[src/rtl/banked_register_file_pkg.sv]
// Shared types and helpers for the cpu16 banked register file.
// Write-port fields use fixed maximum widths; DataWidth must not exceed 64 and IndexWidth must not exceed 8.
package cpu16_regfile_pkg;

    localparam int MAX_DATA_WIDTH  = 64;
    localparam int MAX_INDEX_WIDTH = 8;
    localparam int ZERO_IDX        = 0;

    typedef enum logic {
        BANK_NORMAL = 1'b0,
        BANK_IRQ    = 1'b1
    } bank_state_e;

    typedef struct packed {
        logic                       we;
        logic [MAX_INDEX_WIDTH-1:0] addr;
        logic [MAX_DATA_WIDTH-1:0]  data;
    } write_port_t;

    function automatic int pc_idx(input int num_regs);
        return num_regs - 1;
    endfunction

endpackage

[src/rtl/banked_register_file_bank.sv]
// One register bank: two write ports, a PC that counts or loads a vector,
// and combinational read ports. Index 0 has no storage and reads as zero.
module regfile_bank
    import cpu16_regfile_pkg::*;
#(
    parameter int                  DataWidth    = 16,
    parameter int                  NumRegs      = 8,
    parameter int                  NumReadPorts = 2,
    parameter int                  PcStep       = 1,
    parameter logic [DataWidth-1:0] PcInit      = '0,
    parameter int                  IndexWidth   = $clog2(NumRegs)
) (
    input  logic                               clk,
    input  logic                               rst,
    input  logic                               count,
    input  logic                               pc_load,
    input  write_port_t [1:0]                  wport,
    input  logic [NumReadPorts*IndexWidth-1:0] raddr,
    output logic [NumReadPorts*DataWidth-1:0]  rdata,
    output logic [DataWidth-1:0]               pc
);

    localparam int PcIdx = pc_idx(NumRegs);

    logic [DataWidth-1:0] regs [ZERO_IDX+1:NumRegs-1];
    logic                 unused_port_bits;

    // Port fields are sized for the widest configuration; only the low bits matter here.
    assign unused_port_bits = ^wport;

    // Port 1 beats port 0, any write beats the PC vector load, and the load beats the increment.
    always_ff @(posedge clk or negedge rst) begin
        if (!rst) begin
            for (int i = ZERO_IDX + 1; i < NumRegs; i++) begin
                regs[i] <= '0;
            end
            regs[PcIdx] <= PcInit;
        end else begin
            for (int i = ZERO_IDX + 1; i < NumRegs; i++) begin
                if (wport[1].we && wport[1].addr == MAX_INDEX_WIDTH'(i)) begin
                    regs[i] <= wport[1].data[DataWidth-1:0];
                end else if (wport[0].we && wport[0].addr == MAX_INDEX_WIDTH'(i)) begin
                    regs[i] <= wport[0].data[DataWidth-1:0];
                end else if (i == PcIdx && pc_load) begin
                    regs[i] <= PcInit;
                end else if (i == PcIdx && count) begin
                    regs[i] <= regs[i] + DataWidth'(PcStep);
                end
            end
        end
    end

    always_comb begin
        rdata = '0;
        for (int k = 0; k < NumReadPorts; k++) begin
            for (int i = ZERO_IDX + 1; i < NumRegs; i++) begin
                if (raddr[k*IndexWidth +: IndexWidth] == IndexWidth'(i)) begin
                    rdata[k*DataWidth +: DataWidth] = regs[i];
                end
            end
        end
    end

    assign pc = regs[PcIdx];

endmodule

[src/rtl/banked_register_file.sv]
// cpu16 register file with a NORMAL and an IRQ shadow bank. The bank FSM selects
// which bank receives writes and PC counting and which bank feeds the read ports.
module banked_register_file
    import cpu16_regfile_pkg::*;
#(
    parameter int                   DataWidth    = 16,
    parameter int                   NumRegs      = 8,
    parameter int                   NumReadPorts = 2,
    parameter int                   PcStep       = 1,
    parameter logic [DataWidth-1:0] IrqVector    = 'h0010,
    parameter int                   IndexWidth   = $clog2(NumRegs)
) (
    input  logic                               clk,
    input  logic                               rst,
    input  logic                               countEnable,
    input  logic                               we0,
    input  logic [IndexWidth-1:0]              waddr0,
    input  logic [DataWidth-1:0]               wdata0,
    input  logic                               we1,
    input  logic [IndexWidth-1:0]              waddr1,
    input  logic [DataWidth-1:0]               wdata1,
    input  logic [NumReadPorts*IndexWidth-1:0] raddr,
    output logic [NumReadPorts*DataWidth-1:0]  rdata,
    input  logic                               irqEnter,
    input  logic                               irqReturn,
    output logic [DataWidth-1:0]               programCounter,
    output logic                               inIrq
);

    bank_state_e state;
    bank_state_e next_state;
    logic        irq_pc_load;
    logic        normal_active;
    logic        irq_active;

    write_port_t [1:0] raw_wport;
    write_port_t [1:0] normal_wport;
    write_port_t [1:0] irq_wport;

    logic [NumReadPorts*DataWidth-1:0] normal_rdata;
    logic [NumReadPorts*DataWidth-1:0] irq_rdata;
    logic [DataWidth-1:0]              normal_pc;
    logic [DataWidth-1:0]              irq_pc;

    always_ff @(posedge clk or negedge rst) begin
        if (!rst) begin
            state <= BANK_NORMAL;
        end else begin
            state <= next_state;
        end
    end

    // No nesting: enter only counts in NORMAL, return only in IRQ.
    always_comb begin
        next_state  = state;
        irq_pc_load = 1'b0;
        case (state)
            BANK_NORMAL: begin
                if (irqEnter) begin
                    next_state  = BANK_IRQ;
                    irq_pc_load = 1'b1;
                end
            end
            BANK_IRQ: begin
                if (irqReturn) begin
                    next_state = BANK_NORMAL;
                end
            end
            default: next_state = BANK_NORMAL;
        endcase
    end

    assign normal_active = (state == BANK_NORMAL);
    assign irq_active    = (state == BANK_IRQ);

    // Gating uses the current state, so transition-cycle writes land in the outgoing bank.
    always_comb begin
        raw_wport[0] = '{we: we0, addr: MAX_INDEX_WIDTH'(waddr0), data: MAX_DATA_WIDTH'(wdata0)};
        raw_wport[1] = '{we: we1, addr: MAX_INDEX_WIDTH'(waddr1), data: MAX_DATA_WIDTH'(wdata1)};
        normal_wport = raw_wport;
        irq_wport    = raw_wport;
        normal_wport[0].we = we0 && normal_active;
        normal_wport[1].we = we1 && normal_active;
        irq_wport[0].we    = we0 && irq_active;
        irq_wport[1].we    = we1 && irq_active;
    end

    regfile_bank #(
        .DataWidth    (DataWidth),
        .NumRegs      (NumRegs),
        .NumReadPorts (NumReadPorts),
        .PcStep       (PcStep),
        .PcInit       ('0),
        .IndexWidth   (IndexWidth)
    ) u_normal_bank (
        .clk     (clk),
        .rst     (rst),
        .count   (countEnable && normal_active),
        .pc_load (1'b0),
        .wport   (normal_wport),
        .raddr   (raddr),
        .rdata   (normal_rdata),
        .pc      (normal_pc)
    );

    regfile_bank #(
        .DataWidth    (DataWidth),
        .NumRegs      (NumRegs),
        .NumReadPorts (NumReadPorts),
        .PcStep       (PcStep),
        .PcInit       (IrqVector),
        .IndexWidth   (IndexWidth)
    ) u_irq_bank (
        .clk     (clk),
        .rst     (rst),
        .count   (countEnable && irq_active),
        .pc_load (irq_pc_load),
        .wport   (irq_wport),
        .raddr   (raddr),
        .rdata   (irq_rdata),
        .pc      (irq_pc)
    );

    assign rdata          = irq_active ? irq_rdata : normal_rdata;
    assign programCounter = irq_active ? irq_pc : normal_pc;
    assign inIrq          = irq_active;

endmodule

[config.mk]
export PLATFORM = sky130hd
export DESIGN_NAME = banked_register_file
export DESIGN_NICKNAME = d
export VERILOG_FILES = /design/src/rtl/banked_register_file_pkg.sv /design/src/rtl/banked_register_file_bank.sv /design/src/rtl/banked_register_file.sv
export SDC_FILE = /design/constraint.sdc
export NUM_CORES = 1
export LEC_CHECK = 0
export ABC_CLOCK_PERIOD_IN_PS = 2700
export CORE_ASPECT_RATIO = 0.8
export CORE_UTILIZATION = 54
export DETAILED_ROUTE_END_ITERATION = 6
export PLACE_DENSITY = 0.74
export SLEW_MARGIN = 20
export SYNTH_ARGS = -nofsm -noshare
export SYNTH_HDL_FRONTEND = slang
export SYNTH_SLANG_ARGS = --single-unit
[constraint.sdc]
create_clock -name clk -period 2.7 [get_ports clk]
set_input_delay 0.405 -clock clk [delete_from_list [all_inputs] [get_ports clk]]
set_output_delay 0.405 -clock clk [all_outputs]
set_load 0.01 [all_outputs]
==> impl_metrics.tcl, run 1 <==
set metrics [dict create \
    gr-usage-all-layers_pct 40.31 \
    grtUsageMet2_pct 61.71 \
    violations "setup timing" \
    p_leak_nw 8.304 \
    clock_latency_ns 0.56 \
    ir_worst_vdd_uv 632.8 \
    syn_area_per_cell_um2 8.781 \
    area_growth_pct 29.18 \
    layout.cells.non_filler 2287 \
    post-place-ws_ns -0.5643 \
    criticalPathCategory "register to output pin" \
    design_area_um2 19710 \
    finalCritPeriodShare_pct 105.2 \
    crit_path_end_kind "output pin" \
    synth-seq-cells 225 \
    grt-ovfl-total 0 \
    startpoint_type "register" \
    grt_first_pass_wirelength_mm 89.47 \
    syn_nets 1791 \
    grt_util_met1_pct 53.83 \
    dp_cells 2212 \
    drc 0 \
    start_util_pct 55.50 \
    maxCapViolCount 0 \
    grt_pass1_vias 15010 \
    required_ns 2.30 \
    async_flop_share_pct 100.0 \
    yosysMostFrequentCell "mux2i_1" \
    ys_types 70 \
    drt-initial-drc-count 2015 \
    routed_wl_mm 58.91 \
    syn_inst 1738 \
    clockRootBuffer "clkbuf_16" \
    cts_buffers 26 \
    p_total_mw 15.51 \
    clockBufferDepth 3 \
    tightest_slew_ns 0.8751 \
    gp_congestion 0.9915 \
    finalHoldViolCount 0 \
    vias 15540 \
    cts-htree-levels 1 \
    diodes 0 \
    grt_most_used_layer "met2" \
    yosys-top-cells-area "dfrtp_1 37%, mux2i_1 17%, a21oi_1 5.9%, nor2_1 4.1%, nand2_1 3.8%" \
    worstPathMaxFanout 6 \
    placementRows 54 \
    whs_ns 0.3927 \
    antenna_found_initial 1 \
    arrival_ns 2.44 \
    synth_ff_type "dfrtp_1" \
    grt_start_max_net_pins 62 \
    die_y_um 152.4 \
    yosysTopAreaCell "dfrtp_1" \
    yosysWarnings 0 \
    rsz0062_at_grt "yes" \
    dpl_cell_area_um2 17640 \
    syn_area_um2 15260 \
    maxSlewHeadroom_pct 41.47 \
    min_path_type "input pin to async pin" \
    port_buffers 99 \
    setup-violations-final 22 \
    min_period_ns 2.842 \
    die_w_um 190.0 \
    io_pins 100 \
    vias_per_cell 6.794 \
    n_fill_cell 2034 \
    hpwl_mm 38.64 \
    utilization_pct 71.69 \
    status "complete, but fails checks" \
    drt-wirelength-per-cell_um 25.76 \
    synth_top_area_share_pct 36.73 \
    synth_top_cells_by_count "262 x mux2i_1, 224 x dfrtp_1, 181 x a21oi_1, 168 x nor2_1, 154 x nand2_1" \
    groute.layer.met3.usage_pct 9.696 \
    cts_tree "done" \
    synth_edf_count 0 \
    cts_sinks 225 \
    achievable-frequency_ghz 0.3519 \
    drive_gt1_share_pct 23.92 \
    yosysSeqAreaShare_pct 36.90 \
    setup_ws_ns -0.1416 \
    fp.dieArea_um2 28940 \
    path_clk_slew_ns 0.06 \
    final_nets 1956 \
    core_um2 27500 \
    finClkSkew_ns 0.01115 \
    drv_slew 0 \
    ant_nets 0 \
    dr.pass1.iters 6 \
    powerDensity_nw_per_um2 786.5 \
    fin_tns_setup_ns -1.272 \
]
-- where the power goes --
group,internal [mW],switching (mW),total (mW)
combinational,2.97,3.18,6.15
clock,2.15,1.52,3.68
sequential,4.53,1.15,5.68
total,9.65,5.86,15.5
-- worst paths after layout --
check,slack [ns],end,depth (start not counted),startpoint
max,-0.14,rdata[28],9,inIrq$_DFF_PN0_
min,0.39,u_normal_bank.regs[72]$_DFFE_PN0P_,2,rst
max reg2reg,0.30,u_normal_bank.regs[52]$_DFFE_PN0P_,7,inIrq$_DFF_PN0_
min reg2reg,0.58,u_normal_bank.regs[19]$_DFFE_PN0P_,2,u_normal_bank.regs[19]$_DFFE_PN0P_
max in group asynchronous,1.61,u_irq_bank.pc[4]$_DFFE_PN1P_,3,rst
min in group clk,0.45,inIrq$_DFF_PN0_,2,irqReturn
-- placed cells by master (no fill, tap or decap), types with 13 or more instances in the layout --
cell / Yosys / layout
nor2b_1: 23 / 13
clkdlybuf4s50_1: 0 / 48
nor3_1: 25 / 24
mux2i_4: 0 / 14
and3b_1: 16 / 16
mux2i_1: 262 / 241
buf_6: 3 / 15
buf_2: 36 / 26
a221oi_1: 53 / 28
o21ai_1: 47 / 69
nor2_1: 168 / 168
nand2_1: 154 / 154
mux2_2: 34 / 24
buf_4: 12 / 170
nand3_1: 16 / 16
buf_12: 0 / 25
o21ai_0: 87 / 59
o211ai_1: 15 / 15
a21oi_1: 181 / 173
inv_1: 23 / 22
nand2b_1: 18 / 18
clkbuf_16: 0 / 28
a221oi_2: 0 / 23
dfrtp_1: 224 / 223
a32oi_1: 25 / 18
-- layout make-up --
type | instances | area [um2] | share of cell area [%]
Multi-Input combinational cell | 1315 | 9743 | 49.42
Sequential cell | 225 | 5635 | 28.59
Tap cell | 364 | 455.4 | 2.310
Clock inverter | 10 | 105.1 | 0.5331
Clock buffer | 38 | 767.0 | 3.891
Inverter | 24 | 93.84 | 0.4760
Timing Repair Buffer | 311 | 2914 | 14.78
-- metal layers --
layer  wire, um  vias up
li1           -     6718
met1      22950     7487
met2      26170     1088
met3       6643      246
met4       3155        0
met5          0        -
-- critical path, stage by stage (launching register included) --
cell and delay, ns:
dfrtp_4 0.50, buf_12 0.16, buf_12 0.14, buf_6 0.11, mux2_4 0.20, nand2_1 0.05
nand2_1 0.07, a32oi_1 0.07, a221oi_2 0.39, buf_6 0.17
-- registers in the layout (all words and copies together) (netlist names) --
register            cells
u_irq_bank.regs        96
u_normal_bank.regs     96
u_normal_bank.pc       16
u_irq_bank.pc          16
inIrq                   1
-- kinds of logic (layout without fill, tap and decap cells) --
group,Yosys count,in the layout,synth area share (%)
XOR/XNOR,17,17,0.9756
flip-flops,225,225,36.90
buffers and inverters,198,383,5.608
multiplexers,297,297,19.84
AO/OA/AOI/OAI,513,513,21.02
AND/OR/NAND/NOR,486,486,15.49
adder cells (fa/ha/maj),2,2,0.1639
-- repair_timing --
item / 4_1_cts / 5_1_grt
endpoints found under the setup margin: 45 / 37
pin swaps: 29 / 22
cloned: 4 / 1
buffers inserted: 17 / 16
hold endpoints to repair: 56 / 0
hold buffers: 1 / 0
gates resized for setup: 302 / 82
(Power assumes the default switching activity.)
==> run 2: changes to the inputs <==
Settings changed: ABC_CLOCK_PERIOD_IN_PS 2700 to 2800, CTS_CLUSTER_SIZE set to 28.
Clock period 2.7 ns to 2.8 ns, I/O delays scaled along.
==> run 2 against run 1 <==
Net effect:
- the run still ends with setup timing left
- cell count is 0.74% lower
- die area stayed put
- flip-flop and latch count stayed put
- routed wire length hardly changed
- register-to-register slack worse by 0.12 ns
- clock skew hardly changed
- via count is 0.12% lower
- final area is 1.5% lower
- utilization is 1.1 points lower
- global-route usage is 0.19 points lower
- sequential share of layout area is 0.44 points higher
- largest power group unchanged
- highest routed layer unchanged
==> impl_metrics.tcl, run 2 (synthesized netlist as in run 1, its figures left out) <==
set metrics [dict create \
    status "complete, but fails checks" \
    violations "setup timing" \
    drive_gt1_share_pct 22.56 \
    grt-ovfl-total 0 \
    cts_sinks 225 \
    reg2reg_depth 8 \
    final_common_cell "mux2i_1" \
    vias_per_cell 6.837 \
    finClkSkew_ns 0.01074 \
    final_nets 1941 \
    antenna_found_initial 1 \
    gr-usage-all-layers_pct 40.11 \
    dpl_cell_area_um2 17560 \
    die_y_um 152.4 \
    wl_met2_mm 26.11 \
    p_leak_nw 8.233 \
    cts_buffers 25 \
    grt_pass1_vias 15110 \
    tightest_slew_ns 0.8625 \
    maxSlewHeadroom_pct 42.50 \
    ant_nets 0 \
    port_buffers 99 \
    post-place-ws_ns -0.5553 \
    core_um2 27500 \
    r2r-end "u_normal_bank.regs[49]$_DFFE_PN0P_" \
    cts_tree "done" \
    path_clk_slew_ns 0.07 \
    gp_congestion 0.9767 \
    whs_ns 0.3885 \
    clockRootBuffer "clkbuf_16" \
    drc 0 \
    utilization_pct 70.60 \
    min_path_type "input pin to async pin" \
    io_pins 100 \
    fp.dieArea_um2 28940 \
    rr_startpoint "inIrq$_DFF_PN0_" \
    drv_slew 0 \
    powerDensity_nw_per_um2 768.9 \
    design_area_um2 19410 \
    die_w_um 190.0 \
    ir_worst_vdd_uv 609.4 \
    cts-htree-levels 1 \
    finalHoldViolCount 0 \
    highest_layer "met4" \
    wl_met1_mm 23.32 \
    crit_start "inIrq$_DFF_PN0_" \
    diodes 0 \
    n_fill_cell 2135 \
    fin_tns_setup_ns -0.08857 \
    arrival_ns 2.42 \
    area_growth_pct 27.22 \
    rsz0062_at_grt "yes" \
    setup-violations-final 4 \
    maxCapViolCount 0 \
    routed_wl_mm 58.86 \
    grt_first_pass_wirelength_mm 89.20 \
    layout.cells.non_filler 2270 \
    achievable-frequency_ghz 0.3518 \
    final_cell_mix "247 x mux2i_1, 223 x dfrtp_1, 175 x a21oi_1, 168 x nor2_1, 162 x buf_4" \
    clockBufferDepth 3 \
    start_util_pct 55.50 \
    clock_latency_ns 0.55 \
    worstPathMaxFanout 6 \
    hpwl_mm 39.04 \
    top_regs "u_irq_bank.regs x96, u_normal_bank.regs x96" \
    startpoint_type "register" \
    finalCritPeriodShare_pct 101.5 \
    required_ns 2.38 \
    wl_met3_mm 6.011 \
    rrSetupSlack_ns 0.18 \
    min_period_ns 2.843 \
    drt-wirelength-per-cell_um 25.93 \
    dp_cells 2204 \
    grt_start_max_net_pins 55 \
    vias 15520 \
    placementRows 54 \
    criticalPathCategory "register to output pin" \
    crit_path_end_kind "output pin" \
    drt-initial-drc-count 1867 \
    p_total_mw 14.93 \
    setup_ws_ns -0.04274 \
    dr.pass1.iters 7 \
]
## run 2: cell type report
cell class	instances	area, um2	area share, %
inverter	24	90.09	0.4640
multi-input combinational	1315	9552	49.20
tap	364	455.4	2.346
clock inverter	11	165.2	0.8507
sequential	225	5635	29.03
clock buffer	34	729.5	3.757
timing repair buffer	297	2788	14.36
## run 2: worst max-delay path, cell delays in order (launching register included)
cell             delay (ns)
dfrtp_4                0.51
buf_8                  0.16
buf_8                  0.14
mux2_4                 0.32
nand2_1                0.07
nand2_1                0.05
a32oi_1                0.19
a221oi_2               0.06
buf_4                  0.17
clkdlybuf4s15_2        0.22
## run 2: worst max-delay path by stage
stage / end / slack (ns) / cells past startpoint
final: rdata[19] / -0.04 / 9
after CTS: rdata[11] / -0.07 / 8
after detailed placement: rdata[27] / -0.56 / 10
after global routing: rdata[19] / -0.09 / 8
after global placement: rdata[27] / -0.46 / 10
after floorplan: rdata[31] / 0.50 / 8
## run 2: per-layer routing
layer	up-vias	track usage, %
met1	7538	53.11
met2	1041	61.80
li1	6682	-
met3	259	8.383
met5	-	0
met4	0	20.78
## run 2: timing repair
| item | in CTS | in global routing |
|---|---|---|
| endpoints found under the setup margin | 40 | 36 |
| endpoints found under the hold margin | 46 | 0 |
| hold buffers | 1 | 0 |
| cloned | 2 | 2 |
| resized for setup | 243 | 71 |
| pin swaps | 23 | 24 |
| setup buffers | 14 | 10 |
## run 2: power by group
part	total (mW)	switching (mW)	internal, mW
clock network	3.65	1.46	2.19
registers	5.50	1.14	4.36
logic	5.78	3.00	2.77
